### src/rtl/arith_accum_if.sv
// Operand/result bundle for the accumulating add/subtract engine.
// master drives operands and control; slave is the engine.
interface arith_accum_if #(
  parameter int WIDTH = 12,
  parameter int ACC_W = 16,
  parameter int CNT_W = 4
);
  logic             in_valid;
  logic             in_ready;
  logic [WIDTH-1:0] op_a;
  logic [WIDTH-1:0] op_b;
  logic             op_sub;
  logic             accumulate;
  logic             finish;
  logic [ACC_W-1:0] result;
  logic             result_valid;
  logic             overflow;
  logic [CNT_W-1:0] op_count;
  logic             busy;

  modport master (
    output in_valid, op_a, op_b, op_sub, accumulate, finish,
    input  in_ready, result, result_valid, overflow, op_count, busy
  );

  modport slave (
    input  in_valid, op_a, op_b, op_sub, accumulate, finish,
    output in_ready, result, result_valid, overflow, op_count, busy
  );
endinterface

### src/rtl/arith_accum_fsm.sv
// Accumulating add/subtract engine: fresh a op b, or chain +/- b onto the
// running result, with sticky carry/borrow, saturating op counter and result strobe.
module arith_accum_fsm #(
  parameter int WIDTH = 12,
  parameter int ACC_W = 16,
  parameter int CNT_W = 4
) (
  input  logic          clk,
  input  logic          rst,
  arith_accum_if.slave  bus
);
  localparam logic [1:0] S_IDLE  = 2'd0;
  localparam logic [1:0] S_EXEC  = 2'd1;
  localparam logic [1:0] S_ACCUM = 2'd2;
  localparam logic [1:0] S_HOLD  = 2'd3;

  logic [1:0]       state_reg, state_next;
  logic [WIDTH-1:0] a_reg, b_reg;
  logic             sub_reg;
  logic [ACC_W-1:0] result_reg;
  logic             overflow_reg;
  logic             valid_reg;
  logic [CNT_W-1:0] count_reg;

  logic             ready;
  logic             accept;
  logic [ACC_W-1:0] lhs, rhs;
  logic [ACC_W:0]   alu;

  assign ready  = (state_reg == S_IDLE) || (state_reg == S_HOLD);
  assign accept = bus.in_valid & ready;

  // One ALU serves both states; the extra top bit is carry-out for add and
  // borrow for subtract, since both operands are below 2^ACC_W.
  assign lhs = (state_reg == S_ACCUM) ? result_reg : ACC_W'(a_reg);
  assign rhs = ACC_W'(b_reg);
  assign alu = sub_reg ? ({1'b0, lhs} - {1'b0, rhs}) : ({1'b0, lhs} + {1'b0, rhs});

  always_comb begin
    state_next = state_reg;
    case (state_reg)
      S_IDLE:  if (accept) state_next = S_EXEC;
      S_EXEC:  state_next = S_HOLD;
      S_ACCUM: state_next = S_HOLD;
      S_HOLD: begin
        // A presented operand takes precedence over finish.
        if (accept)          state_next = bus.accumulate ? S_ACCUM : S_EXEC;
        else if (bus.finish) state_next = S_IDLE;
      end
      default: state_next = S_IDLE;
    endcase
  end

  always_ff @(posedge clk or posedge rst) begin
    if (rst) begin
      state_reg    <= S_IDLE;
      a_reg        <= '0;
      b_reg        <= '0;
      sub_reg      <= 1'b0;
      result_reg   <= '0;
      overflow_reg <= 1'b0;
      valid_reg    <= 1'b0;
      count_reg    <= '0;
    end else begin
      state_reg <= state_next;
      valid_reg <= 1'b0;
      if (accept) begin
        a_reg   <= bus.op_a;
        b_reg   <= bus.op_b;
        sub_reg <= bus.op_sub;
      end
      if (state_reg == S_EXEC) begin
        result_reg   <= alu[ACC_W-1:0];
        overflow_reg <= alu[ACC_W];
        count_reg    <= CNT_W'(1);
        valid_reg    <= 1'b1;
      end else if (state_reg == S_ACCUM) begin
        result_reg   <= alu[ACC_W-1:0];
        overflow_reg <= overflow_reg | alu[ACC_W];
        if (count_reg != '1) count_reg <= count_reg + CNT_W'(1);
        valid_reg    <= 1'b1;
      end
    end
  end

  assign bus.in_ready     = ready;
  assign bus.busy         = ~ready;
  assign bus.result       = result_reg;
  assign bus.result_valid = valid_reg;
  assign bus.overflow     = overflow_reg;
  assign bus.op_count     = count_reg;
endmodule
### src/flat_wrapper.sv
// flat-port wrapper written by rule: the top's interface ports become plain ports
module arith_accum_fsm_flat 
#(
  parameter int WIDTH = 12,
  parameter int ACC_W = 16,
  parameter int CNT_W = 4
)
  (clk, rst, bus_in_valid, bus_op_a, bus_op_b, bus_op_sub, bus_accumulate, bus_finish, bus_in_ready, bus_result, bus_result_valid, bus_overflow, bus_op_count, bus_busy);
  arith_accum_if #(.WIDTH(WIDTH), .ACC_W(ACC_W), .CNT_W(CNT_W)) bus_i ();
  input  logic clk;
  input  logic rst;
  input wire logic [$bits(bus_i.in_valid)-1:0] bus_in_valid;
  input wire logic [$bits(bus_i.op_a)-1:0] bus_op_a;
  input wire logic [$bits(bus_i.op_b)-1:0] bus_op_b;
  input wire logic [$bits(bus_i.op_sub)-1:0] bus_op_sub;
  input wire logic [$bits(bus_i.accumulate)-1:0] bus_accumulate;
  input wire logic [$bits(bus_i.finish)-1:0] bus_finish;
  output wire logic [$bits(bus_i.in_ready)-1:0] bus_in_ready;
  output wire logic [$bits(bus_i.result)-1:0] bus_result;
  output wire logic [$bits(bus_i.result_valid)-1:0] bus_result_valid;
  output wire logic [$bits(bus_i.overflow)-1:0] bus_overflow;
  output wire logic [$bits(bus_i.op_count)-1:0] bus_op_count;
  output wire logic [$bits(bus_i.busy)-1:0] bus_busy;
  assign bus_i.in_valid = bus_in_valid;
  assign bus_i.op_a = bus_op_a;
  assign bus_i.op_b = bus_op_b;
  assign bus_i.op_sub = bus_op_sub;
  assign bus_i.accumulate = bus_accumulate;
  assign bus_i.finish = bus_finish;
  assign bus_in_ready = bus_i.in_ready;
  assign bus_result = bus_i.result;
  assign bus_result_valid = bus_i.result_valid;
  assign bus_overflow = bus_i.overflow;
  assign bus_op_count = bus_i.op_count;
  assign bus_busy = bus_i.busy;
  arith_accum_fsm #(.WIDTH(WIDTH), .ACC_W(ACC_W), .CNT_W(CNT_W)) u_core (.clk(clk), .rst(rst), .bus(bus_i));
endmodule
### config.mk
export PLATFORM = sky130hd
export DESIGN_NAME = arith_accum_fsm_flat
export DESIGN_NICKNAME = d
export VERILOG_FILES = /design/src/rtl/arith_accum_if.sv /design/src/rtl/arith_accum_fsm.sv /design/src/flat_wrapper.sv
export SDC_FILE = /design/constraint.sdc
export NUM_CORES = 1
export LEC_CHECK = 0
export ABC_AREA = 1
export CAP_MARGIN = 20
export CORE_ASPECT_RATIO = 0.75
export CORE_MARGIN = 2
export CORE_UTILIZATION = 50
export CTS_CLUSTER_SIZE = 10
export DETAILED_ROUTE_END_ITERATION = 8
export PLACE_DENSITY_LB_ADDON = 0.05
export REMOVE_ABC_BUFFERS = 1
export SYNTH_ARGS = -nofsm -noshare
export SYNTH_HDL_FRONTEND = slang
export SYNTH_SLANG_ARGS = --single-unit
### constraint.sdc
create_clock -name clk -period 2.7 [get_ports clk]
set_clock_uncertainty 0.1 [all_clocks]
set_input_delay 0.405 -clock clk [delete_from_list [all_inputs] [get_ports clk]]
set_output_delay 0.405 -clock clk [all_outputs]
set_load 0.005 [all_outputs]
Word-level counts from Yosys, hierarchy flattened
Cells that the tools add are included.
- input bits: 30
- word-level logic and storage cells: 43
- output and inout bits: 24
- register bits after elaboration: 49
- multiplexer cells: 16
- reductions and logical operators: 7
- equality and inequality tests: 6
- add/subtract/negate cells: 3
- bitwise logic cells: 3
- operator list (cell ; count):
    16-bit 2-to-1 mux ; 3
    16-bit by 12-bit adder with 17-bit output ; 1
    17-bit 2-to-1 mux ; 1
    16-bit by 12-bit subtractor with 17-bit output ; 1
    4-bit 2-to-1 mux ; 3
    2-bit 2-to-1 mux ; 4
    2-bit case mux with 3 select lines ; 1
    4-bit by 1-bit adder with 4-bit output (second input constant) ; 1
    2-bit == test (second input constant) ; 2
    1-bit 2-to-1 mux ; 4
    4-bit inequality test (second input constant) ; 1
    2-bit AND reduction ; 2
    2-bit nonzero test ; 2
    3-bit by 2-bit inequality test with 1-bit output (second input constant) ; 1
    2-bit by 1-bit == test with 1-bit output (second input constant) ; 1
    2-bit zero test ; 1
    2-bit by 1-bit inequality test with 1-bit output (second input constant) ; 1
    2-bit OR reduction ; 1
    1-bit bitwise AND ; 1
    1-bit logical OR ; 1
    1-bit NOT ; 1
    1-bit OR ; 1

Longest topological paths before layout
Gate-level depths: netlist of run 1.
- depth after elaboration: 7
- mapped depth: 18
- depth with buffers taken out: 18

Worst setup path before layout of run 1
No wires, ideal clock.
- path type: reg-to-reg
- start: register u_core.state_reg[0]
- end: register u_core.overflow_reg (netlist: u_core.bus.overflow)
- arrival time: 2189 ps
- setup slack: 293 ps
- required time: 2483 ps
- cell stages (with the launch flop): 16
- cell sequence: dfrtp_1 -> inv_1 -> ha_1 -> clkbuf_1 -> mux2i_1 -> ha_1 -> inv_1 -> fa_1 -> nand2_1 -> nand2_1 -> nand3_1 -> nand2_1 -> nand2_1 -> nand3_1 -> nand3_1 -> nand2_1
- cells in the longest elaborated chain, start to end: 7
- RTL lines (what ; RTL line ; RTL):
    start, declared ; arith_accum_fsm.sv:17 ; logic [1:0] state_reg, state_next;
    start signal, assigned ; arith_accum_fsm.sv:65 ; state_reg <= state_next;
    2-bit == test ; arith_accum_fsm.sv:35, arith_accum_fsm.sv:77 ;
    16-bit 2-to-1 mux ; arith_accum_fsm.sv:35 ; assign lhs = (state_reg == S_ACCUM) ? result_reg : ACC_W'(a_reg);
    16-bit by 12-bit adder with 17-bit output / 16-bit by 12-bit subtractor with 17-bit output (equally long branches) ; arith_accum_fsm.sv:37 ; assign alu = sub_reg ? ({1'b0, lhs} - {1'b0, rhs}) : ({1'b0, lhs} + {1'b0, rhs});
    17-bit 2-to-1 mux ; arith_accum_fsm.sv:37 ;
    1-bit OR ; arith_accum_fsm.sv:79 ; overflow_reg <= overflow_reg | alu[ACC_W];
    1-bit 2-to-1 mux ; arith_accum_fsm.sv:77 ; end else if (state_reg == S_ACCUM) begin
    1-bit 2-to-1 mux ; arith_accum_fsm.sv:72 ; if (state_reg == S_EXEC) begin
    end signal, assigned ; arith_accum_fsm.sv:74 ; overflow_reg <= alu[ACC_W];
    end signal, assigned ; arith_accum_fsm.sv:79 ;
    end, declared ; arith_accum_fsm.sv:21 ; logic overflow_reg;
Parallel ways exist; a longest one is shown, timed or not. The select of a mux whose other input is x is not followed.
A chain may end at the register's enable or synchronous reset.

Final worst setup path of run 1
- start: register u_core.b_reg[8]
- end: register u_core.result_reg[13] (netlist: u_core.bus.result[13])
- cells in the longest elaborated chain, start to end: 4
- RTL lines (what ; RTL line ; RTL):
    start, declared ; arith_accum_fsm.sv:18 ; logic [WIDTH-1:0] a_reg, b_reg;
    start signal, assigned ; arith_accum_fsm.sv:69 ; b_reg <= bus.op_b;
    16-bit by 12-bit adder with 17-bit output / 16-bit by 12-bit subtractor with 17-bit output (equally long branches) ; arith_accum_fsm.sv:37 ;
    17-bit 2-to-1 mux * ; arith_accum_fsm.sv:37 ;
    16-bit 2-to-1 mux ; arith_accum_fsm.sv:77 ;
    16-bit 2-to-1 mux * ; arith_accum_fsm.sv:72 ;
    end signal, assigned ; arith_accum_fsm.sv:73 ; result_reg <= alu[ACC_W-1:0];
    end signal, assigned ; arith_accum_fsm.sv:78 ; result_reg <= alu[ACC_W-1:0];
    end, declared ; arith_accum_fsm.sv:20 ; logic [ACC_W-1:0] result_reg;
Every way passes the cells marked *; elsewhere a longest branch is shown, timed or not. The select of a mux whose other input is x is not followed.

==> summary.md, run 1 <==
| Metric | Value |
|---|---|
| Final standard cell utilization of the core | `62.89%` |
| Number of filler cells placed in the layout | `638` |
| Combined buffer and inverter count along the critical path | `2` |
| Final Cycle Share | `93.41%` |
| Starting utilization of the core area | `51.29%` |
| Largest net degree at the start of global routing | `48` |
| Total via count after detailed routing | `3189` |
| Launching element type of the critical path | `flop` |
| Delay of the slowest critical-path stage | `0.43 ns` |
| Share of the yosys chip area belonging to registers | `35.33%` |
| Max Cap Violations | `0` |
| Worst hold slack after final layout | `0.1471 ns` |
| Achievable Freq | `396.5 MHz` |
| HPWL reported at the end of detailed placement | `6371 um` |
| Total Nets Final | `616` |
| Placement Cell Area | `4086 sq um` |
| Wire length of the first global-routing pass | `14280 um` |
| Critical-path cell with the highest stage delay | `dfrtp_1` |
| Detail Route Antenna Nets | `0` |
| Final hold violation count | `0` |
| Flip-flop cell with the highest count after synthesis | `dfrtp_1` |
| Flip-flop count of the largest register after layout | `16` |
| Insertion delay of the later-clocked pin in the worst-skew pair | `0.31 ns` |
| Basic-gate share of the synthesized area counting and, or, nand and nor cells | `29.16%` |
| Crit path max fanout | `5` |
| Count of flip-flops with a built-in enable after synthesis | `0` |
| Source of the worst register-to-register timing path | `u_core.b_reg[8]$_DFFE_PP0P_` |
| Required time of the worst setup path | `2.81 ns` |
| Min-Delay Path Class | `in2async` |
| Number of buffers inserted during clock tree synthesis | `5` |
| Cell types with the largest area share after synthesis | `dfrtp_1 35%, nand2_1 20%, inv_1 10%, ha_1 8.3%, o21ai_0 6.3%` |
| Floorplan core area | `6766 sq um` |
| Adder-cell area share of the yosys netlist | `8.868%` |
| CTS tree | `built` |
| Post-synthesis mux area share | `0.6128%` |
| Count of distinct cell types in the synthesized netlist | `36` |
| Antenna fix cells | `0` |
| Layout Cells excl Fill | `645` |
| Max-slew violation count | `0` |
| Area Overhead vs Synth | `22.60%` |
| Main combinational cell family by area after synthesis | `simple AND/OR/NAND/NOR gates` |
| Via count of the first global-routing pass | `2969` |
| H-tree lvl count | `2` |
| Critical path depth in cells | `15` |
| Logic depth of the worst register-to-register path | `15` |
| Share of the synthesized area in the top cell type | `35.33%` |
| Biggest area consumer among synthesized cells | `dfrtp_1` |
| CTS Root Cell | `clkbuf_8` |
| Routability cong. | `0.9115` |
| Most prevalent standard cell on the critical path | `nand2_1` |
| # setup viols final | `0` |
| Run status | `finished clean` |
| Number of warnings reported in the yosys synthesis log | `0` |
| Total of flip-flops plus latches after synthesis | `49` |
| Number of antenna violations at the first check in global routing | `0` |
| Gate family responsible for the most delay along the worst path | `simple AND/OR/NAND/NOR gates` |
| Final standard cell area without fillers | `4255 sq um` |
| Area of the mapped netlist | `3471 sq um` |
| Share of the synthesized area in compound gates (AO/OA/AOI/OAI) | `9.913%` |
| Routed wire per std cell | `13.02 um` |
| Number of standard-cell rows in the floorplan | `26` |
| Vertical extent of the die | `76.16 um` |
| Number of instances in the placed design | `639` |
| Clock-pin slew reported for the worst setup and hold paths after clock tree synthesis | `0.10 ns` |
| DIE AREA | `7631 sq um` |
| Mapped Avg Cell Area | `6.832 sq um` |
| Die width | `100.2 um` |
| Start point of the critical path | `u_core.b_reg[8]$_DFFE_PP0P_` |
| Xor-xnor portion of the synthesized cell area | `3.533%` |
| Critical Setup Path Class | `reg2reg` |
| Post-synth ARST share | `100.0%` |
| Number of DRC markers in iteration 0 | `98` |
| IO Count | `54` |
| CP Cell Sequence | `nor2_4 > inv_1 > nor3_1 > nand4_1 > nand2_1 > xor2_1 > ha_2 > nand2_1 > inv_1 > nand2_1 > nand2_1 > a21oi_1 > nand3_1 > nand3_1 > nand2_1` |
| Share of post-route cells with drive strength above 1 | `8.021%` |
| Post-CTS Setup Repair Bufs | `0` |
| DRC violation count after routing | `0` |
| Total wirelength of the detailed-routed design | `8396 um` |
| Max Root-Sink Buffers | `2` |
| Gate Count Post-Synth | `508` |
| Sinks on Clock Net | `49` |
| Max-Slew Margin vs Limit | `59.00%` |
| RSZ-0062 raised after global routing | `true` |
| Number of buffers added on ports | `53` |
| Data arrival time of the worst path | `2.63 ns` |
| Critical Path End Type | `flop` |
| 1st-pass router iterations | `4` |
| Congestion Overflow GR | `0` |
| Drt via density | `4.944` |
| Shortest period the worst path allows | `2.522 ns` |
| Aggregate global-route resource usage | `23.36%` |
| Slew at the pin closest to its max-slew limit | `0.6150 ns` |
-- per-stage QoR --
stage,worst slack [ns],TNS [ns]
floorplan,0.05684,0
global placement,0.1785,0
detailed placement,0.1215,0
CTS,0.1059,0
global route,-0.05179,-0.1356
finish,0.1779,0
-- path summary, 6_finish.rpt --
check | end | slack, ns
max in group asynchronous | u_core.b_reg[9]$_DFFE_PP0P_ | 1.56
min in group clk | u_core.a_reg[0]$_DFFE_PP0P_ | 0.41
max reg2reg | u_core.bus.result[13]$_DFFE_PP0P_ | 0.18
min | u_core.bus.result_valid$_DFF_PP0_ | 0.15
max | u_core.bus.result[13]$_DFFE_PP0P_ | 0.18
min reg2reg | u_core.a_reg[0]$_DFFE_PP0P_ | 0.41
-- worst reg2reg max path: stages (launching register included) --
cell and delay (ns):
dfrtp_1 0.43, nor2_4 0.14, inv_1 0.06, nor3_1 0.14, nand4_1 0.20, nand2_1 0.13
xor2_1 0.20, ha_2 0.34, nand2_1 0.18, inv_1 0.06, nand2_1 0.06, nand2_1 0.04
a21oi_1 0.15, nand3_1 0.09, nand3_1 0.08, nand2_1 0.05
-- metal layers --
metal  GRT usage, %  up-vias  wire length, um
met5              0        -                0
met4          5.205        0               61
met3          3.670        6              394
met2          35.10       63             3642
met1          35.29     1464             4297
li1               -     1656                -
-- layout by cell type, fill, tap and decap left out, types with 2 or more instances in the layout --
master,netlist,routed
a21oi_1,10,9
buf_4,4,7
clkbuf_8,0,5
clkdlybuf4s50_1,0,53
dfrtp_1,49,48
ha_1,23,16
ha_2,0,2
ha_4,0,5
inv_1,94,91
inv_2,3,6
nand2_1,181,180
nand2_2,1,2
nand3_1,24,24
nand3_2,2,2
nand3b_1,2,2
nor2_1,16,15
nor2_2,4,4
nor2_4,1,2
nor3_1,6,5
o21ai_0,44,43
o21ai_1,4,3
o21ai_2,1,3
o31ai_1,2,2
or2_1,2,2
xnor2_1,3,3
xor2_1,11,11
-- Yosys cell counts (all sizes together) (2+ instances only) --
cell type  count
buf           11
or2            4
inv           97
xor2          11
a21oi         10
nand3b         2
dfrtp         49
nor3           6
clkbuf         2
o21ai         49
nand2        182
nand3         26
o31ai          2
xnor2          3
and2           2
nor2          21
ha            23
-- kinds of logic (layout without fill, tap and decap cells) --
kind of cell	after synthesis	count (layout)
adders and majority gates	24	24
AOI/OAI and AO/OA	65	65
muxes	2	2
xor gates and xnor gates	14	14
and+or+nand+nor	244	244
DFF	49	49
buffers and inverters	110	163
-- cell type report --
cell class,instances,area [sq um],area share [%]
multi-input combinational,349,1902,44.69
sequential,49,1227,28.84
timing repair buffer,60,583.1,13.70
inverter,97,364.1,8.556
tap,84,105.1,2.470
clock buffer,5,68.82,1.617
clock inverter,1,5.005,0.1176
-- repair_timing --
item / in CTS / in global routing
hold endpoints to repair: 0 / 0
hold buffers: 0 / 0
setup endpoints to repair: 0 / 11
gates resized for setup: 0 / 21
Power of run 1 is left out: the tool's default activity adds up to more than one toggle a clock period on the data nets, which glitch-free logic cannot reach.
==> inputs of run 2 (changes only) <==
Settings changed: CORE_ASPECT_RATIO 0.75 to 0.5.
==> run 2 against run 1 <==
- first-iteration DRC count increased by 56%
- sequential share of layout area decreased by 1.0 points
- routed wire length decreased by 6.8%
- final area increased by 3.6%
- critical endpoint is now u_core.bus.overflow$_DFFE_PP0P_
- setup slack got worse by 0.016 ns
==> summary.md, run 2 (synthesized netlist as in run 1, its figures left out) <==
| Metric | Value |
|---|---|
| Reg2Reg Capture Point | `u_core.bus.overflow$_DFFE_PP0P_` |
| Wire length of the first global-routing pass | `13330 um` |
| Largest net degree at the start of global routing | `31` |
| Max Cap Violations | `0` |
| Routability cong. | `0.8277` |
| Launching element type of the critical path | `flop` |
| Post-layout worst setup margin | `0.1616 ns` |
| Flop-to-flop setup slack | `0.16 ns` |
| Number of buffers inserted during clock tree synthesis | `5` |
| DRC violation count after routing | `0` |
| Total via count after detailed routing | `3202` |
| Drt via density | `4.866` |
| Number of antenna violations at the first check in global routing | `0` |
| Crit path max fanout | `4` |
| Min-Delay Path Class | `in2async` |
| Most common library cell in the layout ignoring fill and taps | `nand2_1` |
| Worst hold slack after final layout | `0.3654 ns` |
| Source of the worst register-to-register timing path | `u_core.b_reg[9]$_DFFE_PP0P_` |
| Worst slack at placement | `-0.01311 ns` |
| CTS tree | `built` |
| RSZ-0062 raised after global routing | `true` |
| Required time of the worst setup path | `2.79 ns` |
| Vertical extent of the die | `62.92 um` |
| Number of instances in the placed design | `647` |
| Via count of the first global-routing pass | `2902` |
| Max-Slew Margin vs Limit | `65.37%` |
| CP endpoint | `u_core.bus.overflow$_DFFE_PP0P_` |
| Slew at the pin closest to its max-slew limit | `0.5187 ns` |
| Detail Route Antenna Nets | `0` |
| Clock-pin slew reported for the worst setup and hold paths after clock tree synthesis | `0.07 ns` |
| Commonest cells after routing, fill and taps aside | `173 x nand2_1, 88 x inv_1, 53 x clkdlybuf4s50_1` |
| H-tree lvl count | `2` |
| Number of DRC markers in iteration 0 | `153` |
| Final standard cell utilization of the core | `65.79%` |
| # setup viols final | `0` |
| Number of standard-cell rows in the floorplan | `21` |
| Final hold violation count | `0` |
| Sinks on Clock Net | `49` |
| Total Nets Final | `619` |
| 1st-pass router iterations | `5` |
| CTS Root Cell | `clkbuf_16` |
| Data arrival time of the worst path | `2.62 ns` |
| IO Count | `54` |
| Share of post-route cells with drive strength above 1 | `11.31%` |
| Aggregate global-route resource usage | `21.87%` |
| Run status | `finished clean` |
| HPWL reported at the end of detailed placement | `6040 um` |
| Starting utilization of the core area | `51.80%` |
| Layout Cells excl Fill | `658` |
| Area Overhead vs Synth | `27.00%` |
| DIE AREA | `7665 sq um` |
| Insertion delay of the later-clocked pin in the worst-skew pair | `0.29 ns` |
| Floorplan core area | `6700 sq um` |
| Max-slew violation count | `0` |
| Number of buffers added on ports | `53` |
| Logic depth of the worst register-to-register path | `16` |
| Routed wire per std cell | `11.89 um` |
| Max Root-Sink Buffers | `2` |
| Congestion Overflow GR | `0` |
| Flip-flop count of the largest register after layout | `16` |
| Die width | `121.8 um` |
| Shortest period the worst path allows | `2.538 ns` |
| Final Cycle Share | `94.02%` |
| Achievable Freq | `393.9 MHz` |
| Critical Path End Type | `flop` |
| Antenna fix cells | `0` |
| Start point of the critical path | `u_core.b_reg[9]$_DFFE_PP0P_` |
| Critical Setup Path Class | `reg2reg` |
| Number of filler cells placed in the layout | `628` |
| Total wirelength of the detailed-routed design | `7822 um` |
run 2: cell types whose count changed in the layout (fill, tap and decap cells not counted), sizes merged:
cell	previous run	this run
buf	7	10
clkinv	1	2
clkinvlp	0	1
run 2: how the worst min path moves through the flow:
stage,from,endpoint
final,rst,u_core.b_reg[1]$_DFFE_PP0P_
after global routing,rst,u_core.b_reg[1]$_DFFE_PP0P_
after CTS,rst,u_core.b_reg[1]$_DFFE_PP0P_
after detailed placement,u_core.bus.result[13]$_DFFE_PP0P_,u_core.bus.result[13]$_DFFE_PP0P_
after global placement,u_core.a_reg[0]$_DFFE_PP0P_,u_core.a_reg[0]$_DFFE_PP0P_
after floorplan,u_core.a_reg[0]$_DFFE_PP0P_,u_core.a_reg[0]$_DFFE_PP0P_
run 2: critical path, cell delays in order (launching register included):
cell     delay (ns)
dfrtp_1        0.41
nor2_2         0.15
inv_1          0.06
nor3_2         0.14
nand4_1        0.24
nand2_1        0.15
xor2_1         0.08
ha_1           0.37
nand2_2        0.09
inv_2          0.07
nand2_1        0.07
nor3_1         0.13
nand2_1        0.09
nand2_1        0.07
nand2_1        0.06
nand3_2        0.09
nand2_1        0.06
run 2: what timing repair did:
action,CTS,global route
resized for setup,2,32
endpoints found under the setup margin,1,10
cloned,0,0
hold buffers,0,0
setup buffers,0,3
hold endpoints to repair,0,0
pin swaps,1,5
run 2: routing by layer:
metal	global-route usage, %	share of wire, %
met5	0	0
met4	4.310	0.81
met3	4.653	5.1
met2	32.54	42
met1	32.74	52
run 2: layout make-up:
class	count	area, sq um	area share (%)
Clock inverter	3	17.52	0.3974
Timing Repair Buffer	63	618.1	14.02
Inverter	97	364.1	8.260
Tap cell	92	115.1	2.611
Clock buffer	5	125.1	2.838
Sequential cell	49	1226	27.82
Multi-Input combinational cell	349	1942	44.05
run 2: per-stage QoR:
step | cell area [sq um] | setup TNS (ns)
final | 4408 | 0
after CTS | 4257 | 0
after detailed placement | 4109 | -0.01311
after global placement | 4109 | 0
after floorplan | 3398 | 0
after global routing | 4408 | -0.06233
Power of run 2 is left out for the same reason.
